File: config.mk
export PLATFORM = sky130hd
export DESIGN_NAME = mdu_seq
export DESIGN_NICKNAME = d
export VERILOG_FILES = /design/src/rtl/mdu_seq.sv
export SDC_FILE = /design/constraint.sdc
export NUM_CORES = 2
export LEC_CHECK = 0
export ABC_AREA = 1
export BUFFER_PORTS_ARGS = -buffer_cell sky130_fd_sc_hd__buf_2
export CAP_MARGIN = 20
export CORE_ASPECT_RATIO = 0.75
export CORE_MARGIN = 10
export CORE_UTILIZATION = 40
export CTS_CLUSTER_SIZE = 24
export DETAILED_ROUTE_END_ITERATION = 8
export GPL_ROUTABILITY_DRIVEN = 1
export PLACE_DENSITY_LB_ADDON = 0.2
export SYNTH_ARGS = -nofsm -noshare
export SYNTH_HDL_FRONTEND = slang
export SYNTH_SLANG_ARGS = --single-unit
File: constraint.sdc
create_clock -name clk -period 12.6 [get_ports clk]
set_clock_uncertainty 0.1 [all_clocks]
set_input_delay 1.26 -clock clk [delete_from_list [all_inputs] [get_ports clk]]
set_output_delay 1.26 -clock clk [all_outputs]
set_load 0.01 [all_outputs]
File: src/rtl/mdu_seq.sv
// Multiply/divide sequencer owning HI/LO: stalls the PC while an iterative MULT/DIV runs.
// Optional MDU_DIV0_FAST_EN: divide by zero skips the restoring loop and commits on the next cycle.
module mdu_seq #(
  parameter int WIDTH      = 32,
  parameter int MUL_CYCLES = 4
) (
  input  logic             clk,
  input  logic             rst,
  input  logic [2:0]       mduc,
  input  logic [WIDTH-1:0] a,
  input  logic [WIDTH-1:0] b,
  input  logic             flush,
  output logic             pc_ena,
  output logic             busy,
  output logic [WIDTH-1:0] hi,
  output logic [WIDTH-1:0] lo
);

  localparam int CNT_MAX = (WIDTH > MUL_CYCLES) ? WIDTH : MUL_CYCLES;
  localparam int CNT_W   = $clog2(CNT_MAX + 1);

  localparam logic [2:0] OP_MULT  = 3'd1;
  localparam logic [2:0] OP_MULTU = 3'd2;
  localparam logic [2:0] OP_DIV   = 3'd3;
  localparam logic [2:0] OP_DIVU  = 3'd4;
  localparam logic [2:0] OP_MTHI  = 3'd5;
  localparam logic [2:0] OP_MTLO  = 3'd6;

  typedef enum logic [1:0] {S_IDLE, S_MUL, S_DIV, S_DONE} state_t;

  state_t             state_q, state_d;
  logic [CNT_W-1:0]   cnt_q, cnt_d;
  logic [WIDTH-1:0]   hi_q, hi_d, lo_q, lo_d;
  logic [WIDTH-1:0]   a_q, a_d, b_q, b_d;
  logic               sgn_q, sgn_d, div_q, div_d;
  logic [WIDTH-1:0]   rem_q, rem_d, quo_q, quo_d;

  logic               issue_sgn, neg_a, neg_b;
  logic [WIDTH-1:0]   mag_a, mag_b, res_hi, res_lo;
  logic [2*WIDTH-1:0] prod_mag, prod;
  logic [WIDTH:0]     trial;

  function automatic logic [WIDTH-1:0] abs_w(input logic [WIDTH-1:0] v, input logic en);
    return (en && v[WIDTH-1]) ? -v : v;
  endfunction

  function automatic logic [WIDTH-1:0] cond_neg(input logic [WIDTH-1:0] v, input logic en);
    return en ? -v : v;
  endfunction

  assign issue_sgn = (mduc == OP_MULT) || (mduc == OP_DIV);

  // Operands are held raw so divide-by-zero can return the original dividend in HI.
  always_comb begin
    neg_a    = sgn_q & a_q[WIDTH-1];
    neg_b    = sgn_q & b_q[WIDTH-1];
    mag_a    = abs_w(a_q, sgn_q);
    mag_b    = abs_w(b_q, sgn_q);
    prod_mag = {{WIDTH{1'b0}}, mag_a} * {{WIDTH{1'b0}}, mag_b};
    prod     = (neg_a ^ neg_b) ? -prod_mag : prod_mag;
    trial    = {rem_q, quo_q[WIDTH-1]} - {1'b0, mag_b};
    if (!div_q) begin
      res_hi = prod[2*WIDTH-1:WIDTH];
      res_lo = prod[WIDTH-1:0];
    end else if (b_q == '0) begin
      res_hi = a_q;
      res_lo = '1;
    end else begin
      res_hi = cond_neg(rem_q, neg_a);
      res_lo = cond_neg(quo_q, neg_a ^ neg_b);
    end
  end

  always_comb begin
    state_d = state_q;
    cnt_d   = cnt_q;
    hi_d    = hi_q;
    lo_d    = lo_q;
    a_d     = a_q;
    b_d     = b_q;
    sgn_d   = sgn_q;
    div_d   = div_q;
    rem_d   = rem_q;
    quo_d   = quo_q;
    pc_ena  = 1'b1;
    if (flush) begin
      state_d = S_IDLE;
    end else begin
      case (state_q)
        S_IDLE: begin
          case (mduc)
            OP_MULT, OP_MULTU, OP_DIV, OP_DIVU: begin
              pc_ena = 1'b0;
              a_d    = a;
              b_d    = b;
              sgn_d  = issue_sgn;
              div_d  = (mduc == OP_DIV) || (mduc == OP_DIVU);
              rem_d  = '0;
              quo_d  = abs_w(a, issue_sgn);
              if (div_d) begin
                state_d = S_DIV;
                cnt_d   = CNT_W'(WIDTH);
`ifdef MDU_DIV0_FAST_EN
                if (b == '0) state_d = S_DONE;
`endif
              end else if (MUL_CYCLES == 1) begin
                state_d = S_DONE;
              end else begin
                state_d = S_MUL;
                cnt_d   = CNT_W'(MUL_CYCLES - 1);
              end
            end
            OP_MTHI: hi_d = a;
            OP_MTLO: lo_d = a;
            default: ;
          endcase
        end
        S_MUL: begin
          pc_ena = 1'b0;
          cnt_d  = cnt_q - CNT_W'(1);
          if (cnt_q == CNT_W'(1)) state_d = S_DONE;
        end
        S_DIV: begin
          // Restoring step: keep the trial difference only when it did not borrow.
          pc_ena = 1'b0;
          if (!trial[WIDTH]) rem_d = trial[WIDTH-1:0];
          else               rem_d = {rem_q[WIDTH-2:0], quo_q[WIDTH-1]};
          quo_d  = {quo_q[WIDTH-2:0], ~trial[WIDTH]};
          cnt_d  = cnt_q - CNT_W'(1);
          if (cnt_q == CNT_W'(1)) state_d = S_DONE;
        end
        S_DONE: begin
          hi_d    = res_hi;
          lo_d    = res_lo;
          state_d = S_IDLE;
        end
        default: state_d = S_IDLE;
      endcase
    end
    if (!rst) pc_ena = 1'b1;
  end

  always_ff @(posedge clk or negedge rst) begin
    if (!rst) begin
      state_q <= S_IDLE;
      cnt_q   <= '0;
      hi_q    <= '0;
      lo_q    <= '0;
    end else begin
      state_q <= state_d;
      cnt_q   <= cnt_d;
      hi_q    <= hi_d;
      lo_q    <= lo_d;
    end
  end

  // Datapath registers carry no reset; they are always loaded at issue before use.
  always_ff @(posedge clk) begin
    a_q   <= a_d;
    b_q   <= b_d;
    sgn_q <= sgn_d;
    div_q <= div_d;
    rem_q <= rem_d;
    quo_q <= quo_d;
  end

  assign busy = (state_q != S_IDLE);
  assign hi   = hi_q;
  assign lo   = lo_q;

endmodule
==> summary.md <==
| Metric | Value |
|---|---|
| Die height | `331 microns` |
| Critical-path cell with the highest stage delay | `nand2_1` |
| Post-CTS Hold Fix Bufs | `0` |
| CTS Buffer Depth | `3` |
| Ys async rst share | `0.356` |
| Port bufs | `135` |
| Hold Crit Class | `flop to flop` |
| Critical Path AT | `12.23 ns` |
| Final Hold Viols | `0` |
| Total gr overflow | `0` |
| RSZ-0062 raised after global routing | `no` |
| Worst slew margin | `0.190` |
| CTS buffer count | `20` |
| Yosys reg bits | `202` |
| DRC Markers | `0` |
| Routed WL per cell | `25.1 microns` |
| Worst path most repeated cell | `nand2_1` |
| Worst Path Max Fanout | `10` |
| Root buffer cell | `clkbuf_16` |
| Routed Antenna Nets | `0` |
| Commonest non-fill, non-tap cells in the layout | `1,810 x nand2_1, 1,572 x inv_1, 897 x fa_1` |
| Crit Path Class | `flop to flop` |
| DRT iter0 DRCs | `5,750` |
| Max Fclk | `0.0842 GHz` |
| Core region area | `127,000 sq um` |
| Post-synth cell types | `56` |
| Syn Nets | `8,373` |
| Final worst slack | `0.728 ns` |
| Post-DP Area | `54,500 sq um` |
| GRT Util Overall | `0.308` |
| Detailed Place HPWL | `183,000 microns` |
| Most used DFF post-synth | `edfxtp_1` |
| Worst Path Required | `12.96 ns` |
| Minimum clock period | `11.87 ns` |
| Worst Setup End Kind | `flop` |
| Largest stage delay on the critical path | `0.72 ns` |
| Layout cells sized above 1 | `0.0577` |
| Fill cells | `13.3k` |
| Multi-input logic area | `38,900 sq um` |
| Crit share post-route | `0.942` |
| Starting Density | `0.405` |
| Cells after synthesis | `7,098` |
| Mapped Area | `51,500 sq um` |
| Drt pass-1 iters | `6` |
| Die Span X | `434 microns` |
| Sum Neg Setup Slack | `0 ns` |
| Largest net degree at the start of global routing | `79` |
| DP Worst Slack | `0.810 ns` |
| # setup viols final | `0` |
| Slew @ Worst Pin | `1.21 ns` |
| Depth of the CTS H-tree | `1` |
| Sequential fraction of the synthesis area | `0.111` |
| Startpoint types | `flop` |
| CTS tree | `built` |
| Site Rows | `113` |
| Final Slew Violations | `0` |
| Clk slew on worst S/H paths | `0.07 ns` |
| Most common cell after layout, fill and taps aside | `nand2_1` |
| YS warnings | `0` |
| Clk sink count | `202` |
| Register area | `5710 sq um` |
| Outcome | `completed` |
| Fin area | `55,200 sq um` |
| Post-Route WL | `222,000 microns` |
| Vias per cell | `5.41` |
| Max-cap violations | `0` |
| Top Ports | `136` |
| Vias | `47.8k` |
| Clk_lat worst skew | `0.57 ns` |
| Initial antenna violation count | `12` |
| Syn avg cell area | `7.26 sq um` |
| Post-synth EDFFs | `130` |
| Nets | `8,432` |
| Routability Congestion | `1.04` |
| First-pass GRT wire length | `326,000 microns` |
| Die ar. | `144,000 sq um` |
| Area Overhead vs Synth | `7.12%` |
| Vias in the first global route | `47.2k` |
-- worst max-delay path, delay by kind of cell (launching register included) --
family,cells,cell delay [ns]
AO/OA/AOI/OAI,4,0.73
adder cells (fa/ha/maj),10,4.60
buffers and inverters,11,1.29
flip-flops,1,0.44
AND/OR/NAND/NOR,22,4.56
-- area by class of cell --
| class | count | share of cell area |
|---|---|---|
| Multi-Input combinational cell | 5045 | 0.704 |
| Inverter | 1614 | 0.110 |
| Sequential cell | 202 | 0.103 |
| Tap cell | 1667 | 0.0378 |
| Timing Repair Buffer | 274 | 0.0330 |
| Clock buffer | 24 | 0.00973 |
| Clock inverter | 12 | 0.00170 |
| Antenna cell | 3 | 0.000136 |
-- logic make-up (layout without fill, tap and decap cells) --
kind of cell,Yosys count,in the layout,synth area share
AO/OA/AOI/OAI,566,566,0.0601
XOR/XNOR,149,149,0.0258
adder cells (fa/ha/maj),1205,1205,0.424
buffers and inverters,1851,1924,0.136
flip-flops,202,202,0.111
other,0,3,0
AND/OR/NAND/NOR,3125,3125,0.243
-- metal layers --
metal / routed length [microns] / vias up / global-route usage
li1: - / 21200 / -
met2: 87500 / 2605 / 0.429
met3: 27900 / 306 / 0.0851
met1: 98500 / 23700 / 0.459
met4: 8310 / 2 / 0.0905
met5: 13 / - / 0
-- worst paths after layout --
kind | start | to | slack (ns) | cells past startpoint
max | a_q[1] | hi[31] | 0.73 | 47
min | lo[11] | lo[11] | 0.39 | 2
max reg2reg | a_q[1] | hi[31] | 0.73 | 47
min reg2reg | lo[11] | lo[11] | 0.39 | 2
max in group asynchronous | rst | lo[11] | 10.76 | 2
min in group asynchronous | rst | hi[24] | 0.58 | 1
-- cells in the mapped netlist (13+ instances only) --
library cell,n,area (sq um)
edfxtp_1,130,3900
inv_2,17,63.8
nand3b_1,15,113
xor2_1,117,1020
clkinv_1,21,78.8
clkbuf_1,190,713
nor4_1,13,81.3
a21oi_1,246,1230
nor2_2,24,150
a31oi_1,14,87.6
o211ai_1,16,120
or2_2,25,156
nor3_1,55,275
dfrtp_1,72,1800
nand3_1,212,1060
inv_1,1576,5920
xnor2_1,30,263
nand4_1,41,257
o21bai_1,13,97.6
buf_2,31,155
ha_1,308,3850
o21ai_0,212,1060
fa_1,897,18000
nand2_1,1812,6800
nor2_1,894,3360
-- state kept, by name (all words and copies together), names as in the netlist --
register / flops
a_q: 32
b_q: 32
hi: 32
lo: 32
quo_q: 32
rem_q: 32
cnt_q: 6
state_q: 2
div_q: 1
sgn_q: 1
-- timing repair --
| item | in CTS | in global routing |
|---|---|---|
| setup buffers | 0 | 2 |
| endpoints found under the setup margin | 0 | 2 |
| resized for setup | 0 | 1 |
-- metrics by stage --
step	utilization	instances	hold WS, ns
after global routing	0.433	8838	0.407
final	0.434	8841	0.388
after global placement	0.427	8795	0.366
after floorplan	-	7098	0.410
after detailed placement	0.428	8799	0.376
after CTS	0.433	8835	0.394
Power is not shown: default switching activity piles up to over one toggle a cycle in this logic, so the estimate is an artifact.
